[config.mk]
export PLATFORM = sky130hd
export DESIGN_NAME = lcd_bus_receiver
export DESIGN_NICKNAME = d
export VERILOG_FILES = /design/src/rtl/lcd_bus_receiver.sv
export SDC_FILE = /design/constraint.sdc
export NUM_CORES = 1
export LEC_CHECK = 0
export ABC_AREA = 1
export BUFFER_PORTS_ARGS = -buffer_cell sky130_fd_sc_hd__buf_2
export CORE_MARGIN = 4
export CORE_UTILIZATION = 40
export CTS_CLUSTER_SIZE = 14
export DETAILED_ROUTE_END_ITERATION = 16
export GPL_ROUTABILITY_DRIVEN = 0
export PLACE_DENSITY = 0.59
export SLEW_MARGIN = 20
export SYNTH_ARGS = -nofsm -noshare
export SYNTH_HDL_FRONTEND = slang
export SYNTH_SLANG_ARGS = --single-unit
[constraint.sdc]
create_clock -name clk -period 11.5 [get_ports clk]
set_input_delay 1.725 -clock clk [delete_from_list [all_inputs] [get_ports clk]]
set_output_delay 1.725 -clock clk [all_outputs]
set_load 0.02 [all_outputs]
[src/rtl/lcd_bus_receiver.sv]
// HD44780-style write/read bus slave: 32-character buffer, cursor and busy timing.
// Optional read path (data_oe/data_out, rw=1 transactions) enabled by `LCD_RX_READ_EN.
module lcd_bus_receiver #(
  parameter int BUSY_CYCLES  = 40,
  parameter int CLEAR_CYCLES = 1600
) (
  input  logic       clk,
  input  logic       reset,
  input  logic       lcd_rs,
  input  logic       lcd_rw,
  input  logic       lcd_en,
  input  logic [7:0] lcd_data_in,
  output logic [7:0] lcd_data_out,
  output logic       lcd_data_oe,
  input  logic [4:0] disp_addr,
  output logic [7:0] disp_char,
  output logic [4:0] cursor,
  output logic       busy,
  output logic       disp_on,
  output logic       cmd_err,
  output logic       overrun
);

  localparam int CNT_MAX  = (CLEAR_CYCLES > BUSY_CYCLES) ? CLEAR_CYCLES : BUSY_CYCLES;
  localparam int CNT_W    = $clog2(CNT_MAX + 1);
  localparam int CLR_TAIL = CLEAR_CYCLES - 32;

`ifdef LCD_RX_READ_EN
  localparam logic READ_EN = 1'b1;
`else
  localparam logic READ_EN = 1'b0;
`endif

  typedef enum logic [1:0] {
    S_IDLE,
    S_CLEAR,
    S_BUSY
  } state_t;

  state_t           r_state;
  state_t           w_state_next;
  logic [CNT_W-1:0] r_cnt;
  logic [CNT_W-1:0] w_cnt_next;
  logic [4:0]       r_clr_idx;
  logic [4:0]       w_clr_idx_next;

  logic             r_en_s1;
  logic             r_en_s2;
  logic             r_en_s2_d;
  logic             r_txn;
  logic             r_rs;
  logic             r_rw;
  logic [7:0]       r_data;
  logic             w_en_fall;

  logic [4:0]       r_cursor;
  logic [4:0]       w_cursor_next;
  logic [4:0]       w_cursor_step;
  logic             r_id;
  logic             w_id_next;
  logic             r_disp_on;
  logic             w_disp_on_next;
  logic             r_cmd_err;
  logic             w_cmd_err_next;
  logic             r_overrun;
  logic             w_overrun_next;

  logic [7:0]       r_buf [32];
  logic             w_buf_we;
  logic [4:0]       w_buf_waddr;
  logic [7:0]       w_buf_wdata;

  // Two-flop synchronizer, then a delayed copy for falling-edge detection.
  assign w_en_fall = r_en_s2_d & ~r_en_s2;

  always_ff @(posedge clk or posedge reset) begin
    if (reset) begin
      r_en_s1   <= 1'b0;
      r_en_s2   <= 1'b0;
      r_en_s2_d <= 1'b0;
      r_txn     <= 1'b0;
      r_rs      <= 1'b0;
      r_rw      <= 1'b0;
      r_data    <= 8'h00;
    end else begin
      r_en_s1   <= lcd_en;
      r_en_s2   <= r_en_s1;
      r_en_s2_d <= r_en_s2;
      r_txn     <= w_en_fall;
      if (w_en_fall) begin
        r_rs   <= lcd_rs;
        r_rw   <= lcd_rw;
        r_data <= lcd_data_in;
      end
    end
  end

  assign w_cursor_step = r_id ? (r_cursor + 5'd1) : (r_cursor - 5'd1);

  always_ff @(posedge clk or posedge reset) begin
    if (reset) begin
      r_state   <= S_IDLE;
      r_cnt     <= '0;
      r_clr_idx <= 5'd0;
    end else begin
      r_state   <= w_state_next;
      r_cnt     <= w_cnt_next;
      r_clr_idx <= w_clr_idx_next;
    end
  end

  always_comb begin
    w_state_next   = r_state;
    w_cnt_next     = r_cnt;
    w_clr_idx_next = r_clr_idx;
    w_cursor_next  = r_cursor;
    w_id_next      = r_id;
    w_disp_on_next = r_disp_on;
    w_cmd_err_next = 1'b0;
    w_overrun_next = 1'b0;
    w_buf_we       = 1'b0;
    w_buf_waddr    = r_cursor;
    w_buf_wdata    = r_data;

    case (r_state)
      S_IDLE: begin
        if (r_txn && !r_rw) begin
          w_state_next = S_BUSY;
          w_cnt_next   = CNT_W'(BUSY_CYCLES);
          if (r_rs) begin
            w_buf_we      = 1'b1;
            w_cursor_next = w_cursor_step;
          end else if (r_data == 8'h01) begin
            w_cursor_next  = 5'd0;
            w_id_next      = 1'b1;
            w_state_next   = S_CLEAR;
            w_clr_idx_next = 5'd0;
          end else if (r_data == 8'h02) begin
            w_cursor_next = 5'd0;
            w_cnt_next    = CNT_W'(CLEAR_CYCLES);
          end else if (r_data[7:2] == 6'b000001) begin
            w_id_next = r_data[1];
          end else if (r_data[7:3] == 5'b00001) begin
            w_disp_on_next = r_data[2];
          end else if (r_data[7]) begin
            // Line 1 addresses 0x00-0x0F, line 2 addresses 0x40-0x4F.
            if (r_data[6:4] == 3'b000) begin
              w_cursor_next = {1'b0, r_data[3:0]};
            end else if (r_data[6:4] == 3'b100) begin
              w_cursor_next = {1'b1, r_data[3:0]};
            end else begin
              w_cmd_err_next = 1'b1;
            end
          end
        end else if (r_txn && r_rw && READ_EN && r_rs) begin
          w_cursor_next = w_cursor_step;
        end
      end
      S_CLEAR: begin
        w_buf_we       = 1'b1;
        w_buf_waddr    = r_clr_idx;
        w_buf_wdata    = 8'h20;
        w_clr_idx_next = r_clr_idx + 5'd1;
        if (r_clr_idx == 5'd31) begin
          if (CLR_TAIL == 0) begin
            w_state_next = S_IDLE;
          end else begin
            w_state_next = S_BUSY;
            w_cnt_next   = CNT_W'(CLR_TAIL);
          end
        end
      end
      S_BUSY: begin
        if (r_cnt <= CNT_W'(1)) begin
          w_state_next = S_IDLE;
        end else begin
          w_cnt_next = r_cnt - CNT_W'(1);
        end
      end
      default: begin
        w_state_next = S_IDLE;
      end
    endcase

    if (r_txn && !r_rw && (r_state != S_IDLE)) begin
      w_overrun_next = 1'b1;
    end
  end

  always_ff @(posedge clk or posedge reset) begin
    if (reset) begin
      r_cursor  <= 5'd0;
      r_id      <= 1'b1;
      r_disp_on <= 1'b0;
      r_cmd_err <= 1'b0;
      r_overrun <= 1'b0;
    end else begin
      r_cursor  <= w_cursor_next;
      r_id      <= w_id_next;
      r_disp_on <= w_disp_on_next;
      r_cmd_err <= w_cmd_err_next;
      r_overrun <= w_overrun_next;
    end
  end

  // Character buffer is flop-based: reset fills it and disp_char is a combinational read.
  always_ff @(posedge clk or posedge reset) begin
    if (reset) begin
      for (int i = 0; i < 32; i++) begin
        r_buf[i] <= 8'h20;
      end
    end else if (w_buf_we) begin
      r_buf[w_buf_waddr] <= w_buf_wdata;
    end
  end

  assign disp_char = r_buf[disp_addr];
  assign cursor    = r_cursor;
  assign busy      = (r_state != S_IDLE);
  assign disp_on   = r_disp_on;
  assign cmd_err   = r_cmd_err;
  assign overrun   = r_overrun;

`ifdef LCD_RX_READ_EN
  assign lcd_data_oe  = r_en_s2 & lcd_rw;
  assign lcd_data_out = !lcd_data_oe ? 8'h00 :
                        lcd_rs       ? r_buf[r_cursor] :
                                       {busy, 2'b00, r_cursor};
`else
  assign lcd_data_oe  = 1'b0;
  assign lcd_data_out = 8'h00;
`endif

endmodule

==> key figures <==
Layout
  – Layout area overhead: 10.51%
  – Filler cells: slightly below 4000
  – Final net count: ~2000
  – Register area: approximately 7500 sq um
  – Final core utilization: ~45%
  – Multi-input logic area: around 6900 sq um
  – ANT cells: 0
  – Final instance area: about 17000 sq um
  – Ratio of cells with drive above 1 in the final layout: around a tenth

Logic synthesis
  – Commonest cells in the netlist: 800 x nand2_1, 314 x o21ai_0, 264 x dfrtp_1, 158 x nand3_1, 101 x inv_1
  – Syn Inst Count: 2046
  – Post-synth top area share: between 40% and 50%
  – Yosys top cell by area: dfrtp_1
  – Synthesized area per cell: 7.519 sq um
  – Main area contributors after synthesis: dfrtp_1 43%, nand2_1 20%, o21ai_0 10%, dfstp_2 5.6%, nand3_1 5.1%
  – Cell with the most instances after synthesis: nand2_1
  – Seq/Total Area, Yosys: about half
  – Post-synth ARST share: between 90% and 100%
  – Syn Std Cell Area: 15380 sq um
  – Synth unique cells: 36
  – Warnings, synthesis: 0
  – EDFF count, synth: 0
  – Most used DFF post-synth: dfrtp_1
  – Seq cells post-synth: about 300

Die
  – Starting Density: 40.65%
  – Core area: around 38000 sq um
  – Die W: 204.1 um
  – DIE HEIGHT: about 200 um
  – I/O pins: 44
  – Die ar.: roughly 42000 sq um
  – Num rows: 71

Flow run
  – Total of max-cap violations: 0

Critical path
  – CP most frequent cell: nand2_1
  – CP peak stage delay: about 0.63 ns
  – Crit end category: primary output
  – Reg-to-reg startpoint: r_state[1]
  – Worst endpoint data arrival time: approximately 4.3 ns
  – WS Path Type: in -> out
  – FF-to-FF setup slack: approximately 8.5 ns
  – Crit Reg-Reg Endpoint: r_buf[63]
  – Crit-path max FO: 60
  – FF-to-FF path depth: 11
  – CP Launch Type: input pin
  – Critical Path Slowest Stage Cell: buf_4
  – Crit-path cells: buf_2 > buf_4 > inv_2 > buf_4 > a21oi_1 > o21ai_0 > nand3_1 > nand2_1 > nand2_1 > nand2_1 > nand2_1 > nand2_1 > buf_2
  – Worst path required time: between 9 and 10 ns

CTS
  – CTS clk-pin slew, worst paths: about 0.06 ns
  – Hold_buf cts: 0
  – Clock buffer depth: 3
  – H-tree depth: 2
  – Setup repair bufs after CTS: 0
  – Total clock sinks: 297
  – Clk Latency, worst-skew pair: between 0.5 and 0.6 ns
  – Cts repair resizes: 0
  – Num CTS Buffers: 36
  – CTS tree: built
  – Clock Tree Root: clkbuf_16

Worst hold path
  – Hold WC Path Type: reg -> reg
  – HP Start: r_en_s1
  – Hold EP: r_en_s2
  – Hold path cells: 0

STA
  – Final Setup Violations: 0
  – Slew margin rel.: 24.05%
  – Worst Max-Slew Pin Slew: ~1.1 ns
  – Post-route minimum period: between 6 and 7 ns
  – Final worst path period share: between 50% and 60%
  – Slew Limit Fails: 0
  – Final hold vios: 0
  – TNS Setup: 0 ns
  – RSZ-0062 raised after global routing: false
  – F_max: between 0.15 and 0.2 GHz
  – Final Skew: between 0.015 and 0.02 ns

GRT
  – Gr ovfl total: 0
  – Vias in the first global route: 12810
  – Largest net degree at the start of global routing: approximately 190
  – First-pass GRT wire length: 70970 um
  – Initial antenna violation count: 1
  – GRT Resource Usage Total: 20.84%

Drt
  – Final WL: roughly 43000 um
  – Iter 0 DRT Violations: 932
  – Drt via density: 5.180
  – DR pass1 iterations: 5
  – Final ANT Viol Nets: 0
  – Residual DRC: 0
  – WL per Instance: 17.01 um
  – Via count: between 10000 and 15000

Placement
  – Placed Area: roughly 16000 sq um
  – DP HPWL: ~25000 um
  – IO buf count: 34

Status
  – Status: finished clean

Power
  – Pwr Density: about 180 nW/um^2
  – Total Power: between 0.003 and 0.004 W
  – Leakage: around 8.5 nW
  – Maximum vdd ir drop: between 0.09 and 0.1 mV
cell usage in the layout (no fill, tap or decap), types with 4 or more instances in the layout:
cell type / instances
nand2_1: 800
o21ai_0: 314
dfrtp_1: 264
nand3_1: 158
inv_1: 99
a21oi_1: 62
nor2_1: 40
clkbuf_16: 38
o21ai_1: 35
buf_2: 33
dfstp_2: 33
nor2_4: 29
buf_4: 12
ha_1: 11
nor2_2: 10
clkbuf_8: 10
conb_1: 9
clkbuf_1: 9
xor2_1: 6
inv_2: 6
nand2_2: 6
o21ai_2: 4
clkinv_2: 4
worst max path at each step:
stage / startpoint / endpoint / slack [ns] / cells past startpoint
finish: disp_addr[1] / disp_char[2] / 5.48 / 13
global route: disp_addr[1] / disp_char[6] / 5.26 / 13
CTS: disp_addr[1] / disp_char[6] / 5.48 / 13
detailed placement: disp_addr[1] / disp_char[5] / 5.48 / 13
global placement: disp_addr[1] / disp_char[5] / 5.50 / 13
floorplan: reset / cmd_err / 1.63 / 1
state kept, by name (all words and copies together), names as in the netlist, 2 cells and up:
signal / cells
cursor: 5
r_state: 2
r_clr_idx: 5
r_buf: 256
r_cnt: 11
r_data: 8
where the power goes:
part	internal [W]	switching, W
logic	0.000194	0.000541
registers	0.00119	0.0000755
clock network	0.000692	0.000446
total	0.00207	0.00106
area by class of cell:
type                            instances  share of cell area, %
Clock buffer                           57                  6.601
Clock inverter                          7                 0.4416
Multi-Input combinational cell       1505                  40.71
Tap cell                              511                  3.761
Sequential cell                       297                  43.96
Inverter                              107                  2.421
Timing Repair Buffer                   49                  2.105
worst max-delay path, delay by kind of cell:
family	cells	cell delay, ns
buffers and inverters	5	1.81
and+or+nand+nor	6	0.45
AOI/OAI and AO/OA	2	0.28
layer usage:
metal / vias up / track usage, % / part of all wire [%]
met5: - / 0 / 0.028
met4: 2 / 5.001 / 1.9
met3: 53 / 3.332 / 5.0
met2: 327 / 33.67 / 47
met1: 6282 / 29.62 / 46
li1: 6458 / - / -
per-stage QoR:
stage	cells	hold slack [ns]	setup WS [ns]
final	2533	0.3528	5.479
after global routing	2533	0.3646	5.260
after CTS	2530	0.3542	5.480
after detailed placement	2466	0.3411	5.480
after global placement	2466	0.3381	5.498
after floorplan	2054	0.3312	1.625
cell families (layout without fill, tap and decap cells):
group	Yosys count	count (layout)	synth area share, %
adders and majority gates	12	12	1.025
DFF	297	297	48.58
AOI/OAI and AO/OA	418	418	13.81
other	1	9	0.02437
buffers and inverters	252	220	6.986
xor gates and xnor gates	7	7	0.3985
and+or+nand+nor	1059	1059	29.18
No activity file was read; power rests on OpenSTA's default activity.
